==> config.mk <==
export PLATFORM = sky130hd
export DESIGN_NAME = rng_detect_flat
export DESIGN_NICKNAME = d
export VERILOG_FILES = /design/src/rtl/rng_detect_if.sv /design/src/rtl/rng_detect.sv /design/src/flat_wrapper.sv
export SDC_FILE = /design/constraint.sdc
export NUM_CORES = 1
export LEC_CHECK = 0
export BUFFER_PORTS_ARGS = -buffer_cell sky130_fd_sc_hd__buf_2
export CAP_MARGIN = 25
export CORE_MARGIN = 5
export CORE_UTILIZATION = 55
export CTS_CLUSTER_DIAMETER = 80
export DETAILED_ROUTE_END_ITERATION = 16
export PLACE_DENSITY = 0.8
export SYNTH_ARGS = -nofsm -noshare
export SYNTH_HDL_FRONTEND = slang
export SYNTH_SLANG_ARGS = --single-unit
==> constraint.sdc <==
create_clock -name clk -period 3.9 [get_ports clk]
set_input_delay 1.17 -clock clk [delete_from_list [all_inputs] [get_ports clk]]
set_output_delay 1.17 -clock clk [all_outputs]
set_load 0.1 [all_outputs]
==> src/rtl/rng_detect_if.sv <==
// Valid/ready stream interface carrying a W-bit data word.
interface dti #(
  parameter int unsigned W = 8
) ();
  logic         valid;
  logic         ready;
  logic [W-1:0] data;

  modport producer (output valid, output data, input ready);
  modport consumer (input valid, input data, output ready);
  modport master   (output valid, output data, input ready);
  modport slave    (input valid, input data, output ready);
endinterface

==> src/rtl/rng_detect.sv <==
// Range detector: turns an eot-terminated integer stream into {err, incr, cnt, base}.
// Optional macro RNG_DETECT_ERR_DROP_EN discards results that carry err.
module rng_detect #(
  parameter int unsigned W_DATA    = 16,
  parameter int unsigned W_INCR    = 16,
  parameter int unsigned W_CNT     = 16,
  parameter int unsigned W_START   = 16,
  parameter int unsigned CNT_STEPS = 0,
  parameter int unsigned SIGNED    = 0
) (
  input  logic   clk,
  input  logic   rst,
  dti.consumer   din,
  dti.producer   dout
);

  localparam int unsigned W_D1 = W_DATA + 1;
  localparam int unsigned W_M0 = (W_D1 > W_INCR) ? W_D1 : W_INCR;
  localparam int unsigned W_M1 = ((W_CNT + 1) > W_START) ? (W_CNT + 1) : W_START;
  localparam int unsigned W_X  = ((W_M0 > W_M1) ? W_M0 : W_M1) + 1;
  localparam logic [W_CNT:0] N_MAX = {1'b0, {W_CNT{1'b1}}};
`ifdef RNG_DETECT_ERR_DROP_EN
  localparam bit DROP_ERR = 1'b1;
`else
  localparam bit DROP_ERR = 1'b0;
`endif

  typedef enum logic [1:0] {FIRST, SECOND, RUN, OUT} state_t;

  state_t              state, state_nx;
  logic [W_DATA-1:0]   prev, prev_nx;
  logic [W_START-1:0]  base, base_nx;
  logic [W_D1-1:0]     incr, incr_nx;
  logic [W_CNT:0]      n, n_nx;
  logic                err, err_nx;
  logic                ready, valid;

  logic [W_DATA-1:0]   value;
  logic                eot;
  logic                xfer;
  logic [W_D1-1:0]     diff;
  logic [W_CNT:0]      n_inc;
  logic                n_ovf;
  logic                last_bad;

  // Element extended to W_DATA+1 bits; the MSB is then a true sign bit.
  function automatic logic [W_D1-1:0] ext_d(input logic [W_DATA-1:0] v);
    if (SIGNED != 0) return W_D1'($signed(v));
    return W_D1'(v);
  endfunction

  function automatic logic [W_X-1:0] wide(input logic [W_D1-1:0] v);
    return W_X'($signed(v));
  endfunction

  // Round-trip sizing checks: a value fits if resizing it loses nothing.
  function automatic logic fits_incr(input logic [W_X-1:0] x);
    logic [W_INCR-1:0] s;
    s = W_INCR'(x);
    if (SIGNED != 0) return W_X'($signed(s)) == x;
    return W_X'(s) == x;
  endfunction

  function automatic logic fits_cnt(input logic [W_X-1:0] x);
    logic [W_CNT-1:0] s;
    s = W_CNT'(x);
    if (SIGNED != 0) return W_X'($signed(s)) == x;
    return W_X'(s) == x;
  endfunction

  function automatic logic fits_start(input logic [W_X-1:0] x);
    logic [W_START-1:0] s;
    s = W_START'(x);
    if (SIGNED != 0) return W_X'($signed(s)) == x;
    return W_X'(s) == x;
  endfunction

  assign value    = din.data[W_DATA-1:0];
  assign eot      = din.data[W_DATA];
  assign xfer     = din.valid & ready;
  assign diff     = ext_d(value) - ext_d(prev);
  assign n_ovf    = (n >= N_MAX);
  assign n_inc    = n_ovf ? n : n + (W_CNT + 1)'(1);
  assign last_bad = (CNT_STEPS == 0) && !fits_cnt(wide(ext_d(value)));

  always_comb begin
    state_nx = state;
    prev_nx  = prev;
    base_nx  = base;
    incr_nx  = incr;
    n_nx     = n;
    err_nx   = err;
    if (xfer) prev_nx = value;
    case (state)
      FIRST: if (xfer) begin
        base_nx = W_START'(wide(ext_d(value)));
        n_nx    = (W_CNT + 1)'(1);
        if (!fits_start(wide(ext_d(value)))) err_nx = 1'b1;
        if (eot) begin
          state_nx = OUT;
          if (last_bad) err_nx = 1'b1;
        end else begin
          state_nx = SECOND;
        end
      end
      SECOND: if (xfer) begin
        incr_nx = diff;
        n_nx    = n_inc;
        if (!fits_incr(wide(diff)) || (n_ovf && CNT_STEPS != 0)) err_nx = 1'b1;
        if (eot) begin
          state_nx = OUT;
          if (last_bad) err_nx = 1'b1;
        end else begin
          state_nx = RUN;
        end
      end
      RUN: if (xfer) begin
        n_nx = n_inc;
        if ((diff != incr) || (n_ovf && CNT_STEPS != 0)) err_nx = 1'b1;
        if (eot) begin
          state_nx = OUT;
          if (last_bad) err_nx = 1'b1;
        end
      end
      OUT: if ((DROP_ERR && err) || (valid && dout.ready)) begin
        state_nx = FIRST;
        incr_nx  = '0;
        n_nx     = '0;
        err_nx   = 1'b0;
      end
      default: state_nx = FIRST;
    endcase
  end

  always_ff @(posedge clk) begin
    if (rst) begin
      state <= FIRST;
      prev  <= '0;
      base  <= '0;
      incr  <= '0;
      n     <= '0;
      err   <= 1'b0;
      ready <= 1'b0;
      valid <= 1'b0;
    end else begin
      state <= state_nx;
      prev  <= prev_nx;
      base  <= base_nx;
      incr  <= incr_nx;
      n     <= n_nx;
      err   <= err_nx;
      ready <= (state_nx != OUT);
      valid <= (state_nx == OUT) && !(DROP_ERR && err_nx);
    end
  end

  logic [W_INCR-1:0] incr_o;
  logic [W_CNT-1:0]  cnt_o;
  logic              err_o;

  always_comb begin
    incr_o = W_INCR'(wide(incr));
    cnt_o  = (CNT_STEPS != 0) ? W_CNT'(n) : W_CNT'(wide(ext_d(prev)));
    err_o  = DROP_ERR ? 1'b0 : err;
  end

  assign din.ready  = ready;
  assign dout.valid = valid;
  assign dout.data  = {err_o, incr_o, cnt_o, base};

endmodule

==> src/flat_wrapper.sv <==
// flat-port wrapper written by rule: the top's interface ports become plain ports
module rng_detect_flat 
#(
  parameter int unsigned W_DATA    = 16,
  parameter int unsigned W_INCR    = 16,
  parameter int unsigned W_CNT     = 16,
  parameter int unsigned W_START   = 16,
  parameter int unsigned CNT_STEPS = 0,
  parameter int unsigned SIGNED    = 0
)
  (clk, rst, din_valid, din_data, din_ready, dout_valid, dout_data, dout_ready);
  dti #(.W(17)) din_i ();
  dti #(.W(49)) dout_i ();
  input  logic clk;
  input  logic rst;
  input wire logic [$bits(din_i.valid)-1:0] din_valid;
  input wire logic [$bits(din_i.data)-1:0] din_data;
  output wire logic [$bits(din_i.ready)-1:0] din_ready;
  output wire logic [$bits(dout_i.valid)-1:0] dout_valid;
  output wire logic [$bits(dout_i.data)-1:0] dout_data;
  input wire logic [$bits(dout_i.ready)-1:0] dout_ready;
  assign din_i.valid = din_valid;
  assign din_i.data = din_data;
  assign din_ready = din_i.ready;
  assign dout_valid = dout_i.valid;
  assign dout_data = dout_i.data;
  assign dout_i.ready = dout_ready;
  rng_detect #(.W_DATA(W_DATA), .W_INCR(W_INCR), .W_CNT(W_CNT), .W_START(W_START), .CNT_STEPS(CNT_STEPS), .SIGNED(SIGNED)) u_core (.clk(clk), .rst(rst), .din(din_i), .dout(dout_i));
endmodule
== After elaboration in Yosys (flattened, before gate mapping) ==
Index checks and enable logic that the tools add are counted.
Word-level totals
  logic and storage cells: 45
  output and inout bits: 51
  bits of input ports: 21
  flip-flop bits (word level): 54
Operators by class
  bitwise gates (word level): 2
  add/subtract/negate cells: 1
  multiplexer cells: 17
  equality and inequality tests: 11
  reduce and logical (&&, ||, !) cells: 7
Operators by type and width (count)
  17-bit 2-to-1 mux: 2
  17-bit one-hot mux with 2 select lines: 1
  17-bit != test: 1
  16-bit by 16-bit subtractor with 17-bit output: 1
  2-bit 2-to-1 mux: 6
  2-bit by 1-bit != test with 1-bit output (second input constant): 4
  2-bit one-hot mux with 4 select lines: 1
  2-bit == test (second input constant): 3
  1-bit 2-to-1 mux: 6
  6-bit AND reduction: 1
  2-bit logical NOT: 2
  2-bit != test (second input constant): 2
  1-bit one-hot mux with 3 select lines: 1
  3-bit AND reduction: 1
  2-bit by 1-bit == test with 1-bit output (second input constant): 1
  2-bit AND reduction: 1
  2-bit nonzero test: 1
  1-bit AND: 1
  1-bit logical AND: 1
  1-bit inverter: 1

== Longest topological paths before layout ==
  word-level depth: 5
  gate-level depth with buffers: 11
  depth with buffers taken out: 11

== Worst setup path before layout ==
OpenSTA, ideal clock, no wires.
  kind: input-to-reg
  start point: in din_data[0]
  end point: reg u_core.err
  setup time: 127 ps
  arrival: 3247 ps
  setup slack: 526 ps
  stages on the path: 11
  buffers on the path: 0
  required time: 3773 ps
  path through: inv_1 ha_1 fa_1 and2b_1 nor2_1 o221ai_2 a21o_1 a21oi_1 or3_1 nor4_1 a31oi_1
Between the ends
  cells in the longest elaborated chain, start to end: 4
  elaborated cells between the ends (all ways): 6
  classes of those cells: add/sub: 1; eq/ne: 3; reduce/logical: 2
RTL lines
  start: declaration: line flat_wrapper.sv:17  | input wire logic [$bits(din_i.data)-1:0] din_data;
  16-bit by 16-bit subtractor with 17-bit output (*): line rng_detect.sv:81  | assign diff = ext_d(value) - ext_d(prev);
  17-bit != test / 2-bit logical NOT (equally long branches): line rng_detect.sv:119, rng_detect.sv:61
  2-bit by 1-bit != test with 1-bit output (no source line) / 2-bit != test (equally long branches)
  6-bit AND reduction (no source line) (*)
  end signal: assignment: line rng_detect.sv:151  | err <= err_nx;
  end: declaration: line rng_detect.sv:35  | logic err, err_nx;
Mark *: on every way between the ends. The rest lies on a longest branch, timed or not.
A chain may end at the register's enable or synchronous reset.

== Worst setup path in the final report ==
Ends and elaborated chain as after synthesis.

==> out/results.txt <==
routability cong. - 0.984
area post-placement - 0.00391 sq mm
register area share after synthesis - 0.292
Worst R2R End - u_core.err
die area - 0.00847 sq mm
TritonRoute pass-1 iters - 5
syn avg cell area - 7.57 sq um
post-synth cell types - 65
row count - 29
Mapped Cells - 489
die width - 92.0 um
Post-CTS Hold Fix Bufs - 0
Final Cycle Share - 0.872
critical path class - in2reg
Worst-Margin Slew - 0.761 ns
CTS resizes - 0
Final min period - 3.40 ns
initial antenna violation count - 0
ys async rst share - 0
first-pass GRT wire length - 15.8 mm
commonest non-fill, non-tap cells in the layout - nand2_1 (96), buf_2 (71), a21oi_1 (61)
Hold Vio Cnt, Final - 0
DRT iter0 DRCs - 293
Setup crit end - u_core.err
Mapped Nets - 528
vias in the first global route - 3314
aggregate negative setup slack - 0 ns
Final setup viols - 0
Worst Reg-to-Reg Cells - 9
leakage power - 1.69 nW
Final Skew - 0.0101 ns
core area - 0.00646 sq mm
WL per Instance - 15.8 um
Crit Reg-Reg Startpoint - u_core.cnt_o[1]
Warnings, synthesis - 0
CP arrival - 3.60 ns
vias post-DR - 3532
Vias/cell - 5.86
Total Nets Final - 564
CTS Buffer Depth - 2
commonest non-fill, non-tap cell in the layout - nand2_1
Relative slew margins - 0.489
worst min path class - reg2reg
total of max-cap violations - 0
htree depth - 2
CP required - 4.10 ns
HPWL after detailed placement - 7.12 mm
IO Pins - 72
Fmax achieved - 294 MHz
Skew-Pair Late Insertion Delay - 0.32 ns
CP startpoint kind - primary input
wirelength, routed - 9.52 mm
largest net degree at the start of global routing - 55
P&R area growth vs syn - 8.28%
Root Driver - clkbuf_8
Netlist Area Pre-Place - 0.00370 sq mm
RSZ-0062 raised after global routing - no
clock transition at the registers of the reported paths - 0.11 ns
IO buf count - 71
post-route cell area - 0.00401 sq mm
CTS Sinks - 54
internal reg-to-reg setup slack - 1.02 ns
share of cells above drive strength 1 - 0.188
gr usage total - 0.224
EDFF count, synth - 0
CTS Buf Count - 5
Crit. Startpoint - din_data[0]
fin. max-slew vios - 0
synthesized flop and latch total - 54
post-route ant nets - 0
CTS tree - built
Starting Density - 0.573
GRT overflow - 0
CP Capture Type - flip-flop
# DRC - 0
Antenna Cells - 0
Main synth FF type - dfxtp_1
Die Span Y - 92.0 um
Max IR drop VDD - 203 uV
pwr dens - 369 mW/mm^2
post-CTS setup buffer count - 0
CP Max Fanout - 5
Fillers - 602
status - finished, final reports clean
how the worst min path moves through the flow:
stage,depth (start not counted),end,from
after global routing,2,u_core.base[5],u_core.base[5]
final,2,u_core.base[5],u_core.base[5]
after global placement,2,u_core.base[8],u_core.base[8]
after CTS,2,u_core.base[0],u_core.base[0]
after detailed placement,2,u_core.base[0],u_core.base[0]
after floorplan,2,u_core.incr[8],u_core.incr[8]
sequential cells by signal (all words and copies together) (netlist names):
register / cells
u_core.base: 16
u_core.din.ready: 1
u_core.incr: 17
u_core.dout.valid: 1
u_core.cnt_o: 16
u_core.err: 1
u_core.state: 2
critical path, stage by stage:
cell and delay (ns):
buf_2 0.10, inv_1 0.06, ha_1 0.19, fa_1 0.40, and2b_1 0.26, nor2_1 0.08
o221ai_2 0.29, a21o_1 0.26, a21oi_1 0.09, or3_1 0.36, nor4_1 0.24, a31oi_1 0.12
through the flow:
stage | utilization | std cells | power, mW | hold WS [ns] | setup WS, ns
final | 0.620 | 603 | 1.48 | 0.459 | 0.498
after global routing | 0.620 | 603 | 1.55 | 0.485 | 0.382
after CTS | 0.620 | 603 | 1.48 | 0.461 | 0.536
after detailed placement | 0.605 | 595 | 1.12 | 0.445 | 0.209
after global placement | 0.605 | 595 | 1.12 | 0.441 | 0.269
after floorplan | - | 489 | 1.04 | 0.462 | 0.526
routing by layer:
layer	track usage	vias up	wire length, um
met3	0.0417	10	700
met4	0.0582	0	95
met2	0.369	122	4430
met5	0	-	0
met1	0.302	1654	4290
li1	-	1746	-
synth_stat cells (3+ instances only):
master | number | area [sq um]
nand2_1 | 96 | 360
a21oi_1 | 61 | 305
dfxtp_1 | 54 | 1080
nor2_1 | 29 | 109
nand3_1 | 24 | 120
inv_1 | 22 | 82.6
buf_4 | 21 | 158
clkbuf_1 | 18 | 67.6
ha_1 | 17 | 213
xnor2_1 | 14 | 123
o21ai_0 | 10 | 50.1
xor2_1 | 10 | 87.6
nor3_1 | 7 | 35.0
nand4_1 | 6 | 37.5
a31oi_1 | 5 | 31.3
buf_2 | 5 | 25.0
nand2b_1 | 5 | 31.3
o2111ai_1 | 5 | 43.8
a211oi_1 | 4 | 30.0
a21o_1 | 4 | 30.0
nor2b_1 | 4 | 25.0
nor3b_1 | 4 | 30.0
a311oi_1 | 3 | 26.3
buf_6 | 3 | 33.8
mux2i_1 | 3 | 30.0
or3_1 | 3 | 18.8
or4_1 | 3 | 22.5
area by class of cell:
class	instances	area, sq um	area share
Multi-Input combinational cell	365	2240	0.560
Sequential cell	54	1080	0.270
Timing Repair Buffer	77	400	0.0999
Tap cell	77	96.3	0.0240
Clock buffer	6	82.6	0.0206
Inverter	22	82.6	0.0206
Clock inverter	2	20.0	0.00500
power breakdown:
| group | switching, mW | total, mW | internal, mW |
|---|---|---|---|
| clock | 0.209 | 0.361 | 0.152 |
| combinational | 0.369 | 0.524 | 0.155 |
| sequential | 0.0197 | 0.594 | 0.574 |
| total | 0.598 | 1.48 | 0.881 |
kinds of logic after synthesis:
| group | Yosys count | share of synthesized area |
|---|---|---|
| compound gates | 116 | 0.200 |
| buf+inv | 70 | 0.101 |
| fa+ha+maj | 18 | 0.0629 |
| flops | 54 | 0.292 |
| simple gates | 200 | 0.257 |
| xor+xnor | 27 | 0.0754 |
| mux | 4 | 0.0112 |
No activity file was read; power rests on OpenSTA's default activity.
